File: src/rtl/nd_1to2_pkg.sv
// Shared constants, the output handshake state type and small helpers
// for the 1-to-2 address-routing splitter.
package nd_1to2_pkg;

    localparam int unsigned NS_1TO2_FSZ     = 2;
    localparam int unsigned NS_ADDRESS_SIZE = 6;
    localparam int unsigned NS_DATA_SIZE    = 8;
    localparam int unsigned NS_REDUN_SIZE   = 4;
    localparam int unsigned NS_1TO2_SPLIT   = 4;

    typedef enum logic [1:0] {
        SND_IDLE = 2'd0,
        SND_REQ  = 2'd1,
        SND_WAIT = 2'd2
    } snd_state_e;

    function automatic int unsigned msg_width(input int unsigned asz,
                                              input int unsigned dsz,
                                              input int unsigned rsz);
        return 2 * asz + dsz + rsz;
    endfunction

    function automatic int unsigned fifo_depth(input int unsigned fsz);
        return 32'd1 << fsz;
    endfunction

    // Unsigned threshold compare; widened to 32 bits so SPLIT may equal 2^ASZ.
    function automatic logic dst_to_snd1(input logic [31:0] dst,
                                         input logic [31:0] split);
        return dst >= split;
    endfunction

endpackage

File: src/rtl/nd_1to2_fifo.sv
// Per-output message FIFO: 2^FSZ entries, registered count, synchronous clear.
// A push is refused whenever the FIFO is full at the start of the cycle.
module nd_msg_fifo
    import nd_1to2_pkg::*;
#(
    parameter int unsigned FSZ = NS_1TO2_FSZ,
    parameter int unsigned ASZ = NS_ADDRESS_SIZE,
    parameter int unsigned DSZ = NS_DATA_SIZE,
    parameter int unsigned RSZ = NS_REDUN_SIZE
) (
    input  logic                       i_clk,
    input  logic                       clr,
    input  logic                       push,
    input  logic [2*ASZ+DSZ+RSZ-1:0]   wr_data,
    input  logic                       pop,
    output logic                       full,
    output logic                       empty,
    output logic [2*ASZ+DSZ+RSZ-1:0]   rd_data,
    output logic [FSZ:0]               count
);

    localparam int unsigned MW    = msg_width(ASZ, DSZ, RSZ);
    localparam int unsigned DEPTH = fifo_depth(FSZ);

    logic [MW-1:0]  mem_q [DEPTH];
    logic [FSZ-1:0] head_q, head_d;
    logic [FSZ-1:0] tail_q, tail_d;
    logic [FSZ:0]   count_q, count_d;
    logic           do_push, do_pop;

    assign full    = (count_q == (FSZ+1)'(DEPTH));
    assign empty   = (count_q == '0);
    assign rd_data = mem_q[tail_q];
    assign count   = count_q;

    // NOTE: every always_comb output gets a default first, so no path can infer a latch.
    always_comb begin
        do_push = push && !full && !clr;
        do_pop  = pop && !empty && !clr;
        head_d  = head_q;
        tail_d  = tail_q;
        count_d = count_q;
        if (clr) begin
            head_d  = '0;
            tail_d  = '0;
            count_d = '0;
        end else begin
            if (do_push) head_d = head_q + 1'b1;
            if (do_pop)  tail_d = tail_q + 1'b1;
            case ({do_push, do_pop})
                2'b10:   count_d = count_q + 1'b1;
                2'b01:   count_d = count_q - 1'b1;
                default: count_d = count_q;
            endcase
        end
    end

    // NOTE: sequential state uses non-blocking assignments so all flops update together.
    always_ff @(posedge i_clk) begin
        head_q  <= head_d;
        tail_q  <= tail_d;
        count_q <= count_d;
    end

    // NOTE: storage is not reset; count/pointers alone define which entries are valid.
    always_ff @(posedge i_clk) begin
        if (do_push) mem_q[head_q] <= wr_data;
    end

endmodule

File: src/rtl/nd_1to2.sv
// Address-routing splitter: one req/ack input channel steered by dst to two
// req/ack outputs, each buffered by its own FIFO so one stalled consumer
// never blocks the other.
module nd_1to2
    import nd_1to2_pkg::*;
#(
    parameter int unsigned FSZ   = NS_1TO2_FSZ,
    parameter int unsigned ASZ   = NS_ADDRESS_SIZE,
    parameter int unsigned DSZ   = NS_DATA_SIZE,
    parameter int unsigned RSZ   = NS_REDUN_SIZE,
    parameter int unsigned SPLIT = NS_1TO2_SPLIT
) (
    input  logic           i_clk,
    input  logic           reset,
    output logic           ready,

    input  logic [ASZ-1:0] rcv0_src,
    input  logic [ASZ-1:0] rcv0_dst,
    input  logic [DSZ-1:0] rcv0_dat,
    input  logic [RSZ-1:0] rcv0_red,
    input  logic           rcv0_req,
    output logic           rcv0_ack,

    output logic [ASZ-1:0] snd0_src,
    output logic [ASZ-1:0] snd0_dst,
    output logic [DSZ-1:0] snd0_dat,
    output logic [RSZ-1:0] snd0_red,
    output logic           snd0_req,
    input  logic           snd0_ack,

    output logic [ASZ-1:0] snd1_src,
    output logic [ASZ-1:0] snd1_dst,
    output logic [DSZ-1:0] snd1_dat,
    output logic [RSZ-1:0] snd1_red,
    output logic           snd1_req,
    input  logic           snd1_ack
);

    localparam int unsigned MW = msg_width(ASZ, DSZ, RSZ);

    logic                  ready_q, ready_d;
    logic                  rcv_ack_q, rcv_ack_d;
    logic                  clear;
    logic                  to_snd1;
    logic [MW-1:0]         wr_data;

    snd_state_e            snd_state_q [2];
    snd_state_e            snd_state_d [2];
    logic [1:0]            snd_req_q, snd_req_d;
    logic [1:0][MW-1:0]    snd_msg_q, snd_msg_d;
    logic [1:0]            snd_ack;

    logic [1:0]            push, pop, full, empty;
    logic [1:0][MW-1:0]    fifo_rd;
    logic [1:0][FSZ:0]     fifo_count_unused;

    // Reset and the one-cycle init step both wipe all state.
    assign clear   = reset || !ready_q;
    assign wr_data = {rcv0_src, rcv0_dst, rcv0_dat, rcv0_red};
    assign snd_ack = {snd1_ack, snd0_ack};
    assign to_snd1 = dst_to_snd1(32'(rcv0_dst), 32'(SPLIT));

    for (genvar k = 0; k < 2; k++) begin : g_fifo
        nd_msg_fifo #(
            .FSZ (FSZ),
            .ASZ (ASZ),
            .DSZ (DSZ),
            .RSZ (RSZ)
        ) u_fifo (
            .i_clk   (i_clk),
            .clr     (clear),
            .push    (push[k]),
            .wr_data (wr_data),
            .pop     (pop[k]),
            .full    (full[k]),
            .empty   (empty[k]),
            .rd_data (fifo_rd[k]),
            .count   (fifo_count_unused[k])
        );
    end

    always_comb begin
        ready_d     = ready_q;
        rcv_ack_d   = rcv_ack_q;
        push        = '0;
        pop         = '0;
        snd_state_d = snd_state_q;
        snd_req_d   = snd_req_q;
        snd_msg_d   = snd_msg_q;

        if (clear) begin
            ready_d   = !reset;
            rcv_ack_d = 1'b0;
            snd_req_d = '0;
            snd_msg_d = '0;
            for (int k = 0; k < 2; k++) snd_state_d[k] = SND_IDLE;
        end else begin
            // A full target stalls the input even if the other FIFO has room.
            if (rcv0_req && !rcv_ack_q) begin
                if (!full[to_snd1]) begin
                    push[to_snd1] = 1'b1;
                    rcv_ack_d     = 1'b1;
                end
            end else if (!rcv0_req && rcv_ack_q) begin
                rcv_ack_d = 1'b0;
            end

            for (int k = 0; k < 2; k++) begin
                case (snd_state_q[k])
                    SND_IDLE: begin
                        if (!empty[k]) begin
                            snd_msg_d[k]   = fifo_rd[k];
                            pop[k]         = 1'b1;
                            snd_req_d[k]   = 1'b1;
                            snd_state_d[k] = SND_REQ;
                        end
                    end
                    SND_REQ: begin
                        if (snd_ack[k]) begin
                            snd_req_d[k]   = 1'b0;
                            snd_state_d[k] = SND_WAIT;
                        end
                    end
                    SND_WAIT: begin
                        if (!snd_ack[k]) snd_state_d[k] = SND_IDLE;
                    end
                    default: begin
                        snd_req_d[k]   = 1'b0;
                        snd_state_d[k] = SND_IDLE;
                    end
                endcase
            end
        end
    end

    always_ff @(posedge i_clk) begin
        if (reset) begin
            ready_q   <= 1'b0;
            rcv_ack_q <= 1'b0;
            snd_req_q <= '0;
            snd_msg_q <= '0;
            for (int k = 0; k < 2; k++) snd_state_q[k] <= SND_IDLE;
        end else begin
            ready_q     <= ready_d;
            rcv_ack_q   <= rcv_ack_d;
            snd_req_q   <= snd_req_d;
            snd_msg_q   <= snd_msg_d;
            snd_state_q <= snd_state_d;
        end
    end

    assign ready    = ready_q;
    assign rcv0_ack = rcv_ack_q;
    assign snd0_req = snd_req_q[0];
    assign snd1_req = snd_req_q[1];
    assign {snd0_src, snd0_dst, snd0_dat, snd0_red} = snd_msg_q[0];
    assign {snd1_src, snd1_dst, snd1_dat, snd1_red} = snd_msg_q[1];

endmodule

File: config.mk
export PLATFORM = sky130hd
export DESIGN_NAME = nd_1to2
export DESIGN_NICKNAME = d
export VERILOG_FILES = /design/src/rtl/nd_1to2_pkg.sv /design/src/rtl/nd_1to2_fifo.sv /design/src/rtl/nd_1to2.sv
export SDC_FILE = /design/constraint.sdc
export NUM_CORES = 1
export LEC_CHECK = 0
export CORE_MARGIN = 2
export CORE_UTILIZATION = 45
export CTS_BUF_LIST = sky130_fd_sc_hd__clkbuf_4 sky130_fd_sc_hd__clkbuf_8
export DETAILED_ROUTE_END_ITERATION = 6
export GPL_TIMING_DRIVEN = 0
export PLACE_DENSITY = 0.73
export SLEW_MARGIN = 20
export SYNTH_ARGS = -nofsm -noshare
export SYNTH_HDL_FRONTEND = slang
export SYNTH_HIERARCHICAL = 1
export SYNTH_SLANG_ARGS = --single-unit
File: constraint.sdc
create_clock -name i_clk -period 3.5 [get_ports i_clk]
set_input_delay 0.7 -clock i_clk [delete_from_list [all_inputs] [get_ports i_clk]]
set_output_delay 0.7 -clock i_clk [all_outputs]
set_load 0.01 [all_outputs]
Word level (Yosys, flattened, before mapping)
Memory sizes are Yosys's and may differ from the RTL's. A register that Yosys moved wholly into a read port is not among the register bits.
Index checks and enable logic that the tools add are counted.
{"block": "totals", "mem_bits_rw": 192, "n_memories": 2, "in_bits": 29, "output_inout_bits": 52, "word_cells": 117, "ff_bits": 22}
{"name": "g_fifo[0].u_fifo.mem_q", "words": 4, "width": 24, "read_ports": 1, "rd_ports_with_merged_regs": 1, "wr": 1, "line_no": "nd_1to2_fifo.sv:25", "text": "logic [MW-1:0] mem_q [DEPTH];"}
{"name": "g_fifo[1].u_fifo.mem_q", "words": 4, "width": 24, "read_ports": 1, "rd_ports_with_merged_regs": 1, "wr": 1, "line_no": "nd_1to2_fifo.sv:25"}
{"block": "op_classes", "muxes": 35, "n_bitwise": 4, "n_reduce_logical": 36, "add_sub_neg": 8, "n_eq_ne": 17, "n_lt_le_gt_ge": 3}
{"cell": "$mux 2", "n": 10}
{"cell": "$mux 1", "n": 18}
{"cell": "$ne 2x2->1 const B", "n": 7}
{"cell": "$pmux 2 s3", "n": 2}
{"cell": "$pmux 3 s2", "n": 2}
{"cell": "$reduce_and 3->1", "n": 4}
{"cell": "$logic_and 1x1->1", "n": 11}
{"cell": "$logic_not 1->1", "n": 9}
{"cell": "$add 2x1->2 const B", "n": 4}
{"cell": "$eq 2x1->1 const B", "n": 4}
{"cell": "$eq 2x2->1 const B", "n": 4}
{"cell": "$add 3x1->3 const B", "n": 2}
{"cell": "$eq 3x3->1 const B", "n": 2}
{"cell": "$ge 6x3->1 const B", "n": 1}
{"cell": "$logic_not 3->1", "n": 2}
{"cell": "$pmux 1 s3", "n": 2}
{"cell": "$reduce_and 2->1", "n": 3}
{"cell": "$reduce_bool 2->1", "n": 3}
{"cell": "$sub 3x1->3 const B", "n": 2}
{"cell": "$logic_not 2->1", "n": 2}
{"cell": "$not 1->1", "n": 4}
{"cell": "$lt 1x2->1 const B", "n": 1}
{"cell": "$reduce_or 2->1", "n": 1}
{"cell": "$demux 1 s1", "n": 1}
{"cell": "other kinds (2)", "n": 2}

Longest topological paths before layout
{"block": "depth", "word_depth": 12, "depth_mapped": 13}

By module
Netlist, hierarchy kept.
{"mod": "nd_msg_fifo", "n_inst": 2, "area_per_inst_um2": 3987.6, "cells_each": 180, "seq_area_each_um2": 3062.9}
{"mod": "nd_1to2", "n_inst": 1, "area_per_inst_um2": 2029.4, "cells_each": 248, "seq_area_each_um2": 1121.1}

Worst setup path before layout
Ideal clock, no wire load.
{"block": "synth_path", "path_kind": "in2reg", "start": "input port reset", "end": "register g_fifo[0].u_fifo.count_q[2]", "setup_time_ns": 0.070, "path_slack_ns": 0.667, "arrival_ns": 2.763, "required_ns": 3.430, "stages": 12, "n_path_buf": 1, "cell_sequence": "nor2b_1 > inv_2 > buf_1 > nor2_1 > o31ai_2 > nor2_1 > ha_1 > inv_1 > fa_1 > xor2_1 > or3_1 > a21oi_1"}
{"block": "synth_between", "elab_chain_cells": 6, "elab_cells_between_ends": 12}
{"element": "start: declaration", "line_no": "nd_1to2.sv:14", "text": "input logic reset,"}
{"element": "$logic_or 1x1->1 *", "line_no": "nd_1to2.sv:58", "text": "assign clear = reset || !ready_q;"}
{"element": "named net clear", "line_no": "nd_1to2.sv:43", "text": "logic clear;"}
{"element": "$mux 2 *", "line_no": "nd_1to2.sv:91", "text": "if (clear) begin"}
{"element": "named net pop[0]", "line_no": "nd_1to2.sv:53", "text": "logic [1:0] push, pop, full, empty;"}
{"element": "$logic_and 1x1->1 * (2 in series)", "line_no": "nd_1to2_fifo.sv:39", "text": "do_pop = pop && !empty && !clr;"}
{"element": "named net g_fifo[0].u_fifo.do_pop", "line_no": "nd_1to2_fifo.sv:29", "text": "logic do_push, do_pop;"}
{"element": "$eq 2x1->1 / $eq 2x2->1 (equally long branches)", "line_no": "nd_1to2_fifo.sv:50", "text": "case ({do_push, do_pop})"}
{"element": "$pmux 3 s2 / $reduce_bool 2->1 (equally long branches)"}
{"element": "end signal: assignment", "line_no": "nd_1to2_fifo.sv:62", "text": "count_q <= count_d;"}
{"element": "end: declaration", "line_no": "nd_1to2_fifo.sv:28", "text": "logic [FSZ:0] count_q, count_d;"}
Mark *: on every way through the listed nets, which the timed path passes. The rest lies on a longest branch.
A chain may end at the register's enable or synchronous reset.

Worst setup path after layout
{"block": "layout_path", "start": "input port rcv0_dst[5]", "end": "register g_fifo[0].u_fifo.count_q[2]"}
{"block": "layout_between", "elab_chain_cells": 12, "elab_cells_between_ends": 17}
{"element": "start: declaration", "line_no": "nd_1to2.sv:18", "text": "input logic [ASZ-1:0] rcv0_dst,"}
{"element": "$ge 6x3->1 *", "line_no": "nd_1to2_pkg.sv:30", "text": "return dst >= split;"}
{"element": "$lt 1x2->1 (not written as such) / $ge 1x1->1 (equally long branches)", "line_no": "nd_1to2.sv:101", "text": "push[to_snd1] = 1'b1;"}
{"element": "$logic_and 1x1->1 (not written as such)", "line_no": "nd_1to2.sv:101"}
{"element": "$mux 1 (not written as such)", "line_no": "nd_1to2.sv:101"}
{"element": "$demux 1 s1", "line_no": "nd_1to2.sv:101"}
{"element": "$mux 2 *", "line_no": "nd_1to2.sv:100", "text": "if (!full[to_snd1]) begin"}
{"element": "$mux 2 *", "line_no": "nd_1to2.sv:99", "text": "if (rcv0_req && !rcv_ack_q) begin"}
{"element": "$mux 2 *", "line_no": "nd_1to2.sv:91"}
{"element": "named net push[0]", "line_no": "nd_1to2.sv:53"}
{"element": "$logic_and 1x1->1 * (2 in series)", "line_no": "nd_1to2_fifo.sv:38", "text": "do_push = push && !full && !clr;"}
{"element": "$eq 2x1->1 / $eq 2x2->1 (equally long branches)", "line_no": "nd_1to2_fifo.sv:50"}
{"element": "$pmux 3 s2 / $reduce_bool 2->1 (equally long branches)"}
Mark *: on every way through the listed nets, which the timed path passes. The rest lies on a longest branch. The select of a mux whose other input is x is not followed.

==> impl_metrics.toml <==
[run_status]
outcome = "finished, final reports clean"

[cells_and_area]
fin_nets = 772
stdcell_count = 1045
syn_to_final_growth_pct = 20.0
final-seq-area_mm2 = 0.00725
multiInputGateArea_mm2 = 0.00248
drive_gt1_share_pct = 21.2
mostFrequentLayoutCell = "edfxtp_1"
final_util_pct = 55.0
final_cell_mix = "edfxtp_1, nand2_1, clkdlybuf4s50_1, dfxtp_1, a21oi_1"
nFillCells = 1725

[hold_path]
hp-class = "flip-flop to flip-flop"
hp-start = "snd1_src[3]"

[drt]
route.detailed.drc = 0
vias_per_cell = 5.32
firstDrtPassIters = 5
avgRoutedWirePerCell_um = 20.4
drtIter0Drc = 418
routed_wl_um = 21300
drtAntennaViolNets = 0
vias = 5555

[placement]
gp_congestion = 0.759
dp_cells = 968
dp_hpwl_um = 13400
io_buffers = 80

[clock_network]
clock_latency_ns = 0.53
clock-sinks = 266
hold_buffers = 0
cts_buffers = 42
clock-root-buffer = "clkbuf_8"
clk_transition_reported_paths_ns = 0.06
cts_max_level = 2
cts_tree = "built"
clockBufferDepth = 3

[grt]
grt_pass1_wl_um = 32800
grt.overflow.total = 0
antenna_found_initial = 1
grtUsageTotal_pct = 18.3
grt_max_degree = 25
first_global_vias = 5974

[critical_path]
end_kind = "flip-flop"
startpoint_type = "primary input"
crit_type = "primary input to flip-flop"
timing.rr.start = "g_fifo[0].u_fifo/count[0]"
worstPathRequired_ns = 3.95
critPathArrivalTime_ns = 3.70
critPathLaunch = "rcv0_dst[5]"
path_max_fanout = 9

[pwr]
power_frac_clock_pct = 42.2
p_switching_w = 0.00121
vdd_drop_max_mv = 0.234
power_w = 0.00603
comb_power_share_pct = 1.7
p_int_w = 0.00482
seqPwrFrac_pct = 56.0
p_per_area_mw_per_mm2 = 502
power.leakage_nw = 3.79
p_sw_share_pct = 20.1

[synth]
syn_inst = 608
synth_ff_type = "edfxtp_1"
syn-num-nets = 649
synth.top_cells.by_area = "edfxtp_1, dfxtp_1, mux4_2"
yosysWarningCount = 6
synth_top_cell_area_share_pct = 57.6
synthesis.area_mm2 = 0.0100
syn_area_per_cell_um2 = 16.5
ys_ff_latch = 266
synth_seq_area_share_pct = 72.4
synth.distinct_cells = 36
synth-edff-count = 192
async_flop_share_pct = 0
yosys.area.top_type = "edfxtp_1"

[sta]
layout_worst_path_cycle_share_pct = 92.8
fin_setup_tns_ns = 0
tightest_slew_ns = 0.825
slew_violations = 0
skew_ns = 0.0151
min_period_ns = 3.25
whs_ns = 0.456
finalSetupViolations = 0
relSlewSlack_pct = 45.0
rsz0062_at_grt = "no"
hold_viol = 0
fmax_ghz = 0.308

[job]
cap_violations = 0

[die]
core_mm2 = 0.0218
dieArea_mm2 = 0.0234
io_pins = 81
rows = 54
initial_core_util_pct = 45.8
die_w_um = 153
die_h_um = 153
what timing repair did:
action / in CTS / in global routing
endpoints found under the setup margin: 99 / 1
buffers inserted: 0 / 0
gates resized for setup: 1 / 1
gates cloned: 0 / 0
hold endpoints to repair: 0 / 0
Yosys cell counts (3+ instances only):
library cell and number:
edfxtp_1 192, dfxtp_1 74, mux4_2 48, o21ai_0 5, and2_1 8, xor2_1 10, nor3_2 3, ha_1 10
buf_12 4, buf_6 7, or3_1 6, nand2b_1 5, nor2_1 22, clkbuf_1 6, a21oi_1 58, nand2_1 97
buf_2 9, inv_1 16
stage by stage:
stage,setup slack (ns),cell area (µm²)
2_1_floorplan,0.667,10000
3_3_place_gp,-0.987,11200
3_5_place_dp,-0.615,11200
4_1_cts,0.174,12000
5_1_grt,0.105,12000
6_report,0.252,12000
final cells by class:
cell class	instances	share of cell area, %
Multi-Input combinational cell	296	20.6
Tap cell	280	2.92
Buffer	28	1.97
Clock inverter	13	0.500
Inverter	17	0.531
Timing Repair Buffer	80	6.67
Sequential cell	266	60.4
Clock buffer	64	6.40
Antenna cell	1	0.0208
cell families (layout without fill, tap and decap cells):
logic type | count (synthesis) | after routing | synth area share (%)
compound gates | 69 | 69 | 3.74
flops | 266 | 266 | 72.4
buf+inv | 46 | 202 | 3.04
mux | 51 | 51 | 11.1
xor+xnor | 10 | 10 | 0.875
simple gates | 154 | 154 | 7.14
other cells | 0 | 1 | 0
fa+ha+maj | 12 | 12 | 1.65
power by group through the flow:
stage | clock network (W) | registers [W] | logic [W]
after CTS | 0.00261 | 0.00338 | 0.000105
after floorplan | 0 | 0.00345 | 0.0000251
after global routing | 0.00274 | 0.00338 | 0.000114
after detailed placement | 0 | 0.00345 | 0.000105
final | 0.00255 | 0.00338 | 0.000106
after global placement | 0 | 0.00345 | 0.0000986
registers in the layout (all words and copies together), names as in the netlist, 6 cells and up, named ones only:
signal / count
snd1_dst: 6
g_fifo.u_fifo/mem_q: 192
snd1_src: 6
snd0_dst: 6
snd1_dat: 8
snd0_src: 6
snd0_dat: 8
g_fifo.u_fifo/count: 6
worst max-delay path, cell delays in order:
cell and delay [ns]:
clkdlybuf4s50_1 0.62, nor4_4 0.53, nor4b_1 0.31, inv_1 0.14, nor3_2 0.28, inv_1 0.08, ha_1 0.23, inv_1 0.07
fa_1 0.17, xor2_1 0.09, or3_1 0.33, a21oi_1 0.14
path summary, 6_finish.rpt:
path                                     to  depth (start not counted)  slack, ns
hold reg to reg                 snd1_src[3]                          2       0.46
setup / recovery  g_fifo[0].u_fifo/count[2]                         12       0.25
setup reg to reg  g_fifo[0].u_fifo/count[2]                         13       0.39
hold / removal                  snd1_src[3]                          2       0.46
per-layer routing:
metal	routed length, µm	vias to the layer above	GRT usage [%]
met2	10800	219	31.5
met5	0	-	0
li1	-	2515	-
met3	1570	33	4.14
met4	401	0	5.73
met1	8540	2788	23.3
(Power assumes the default switching activity.)
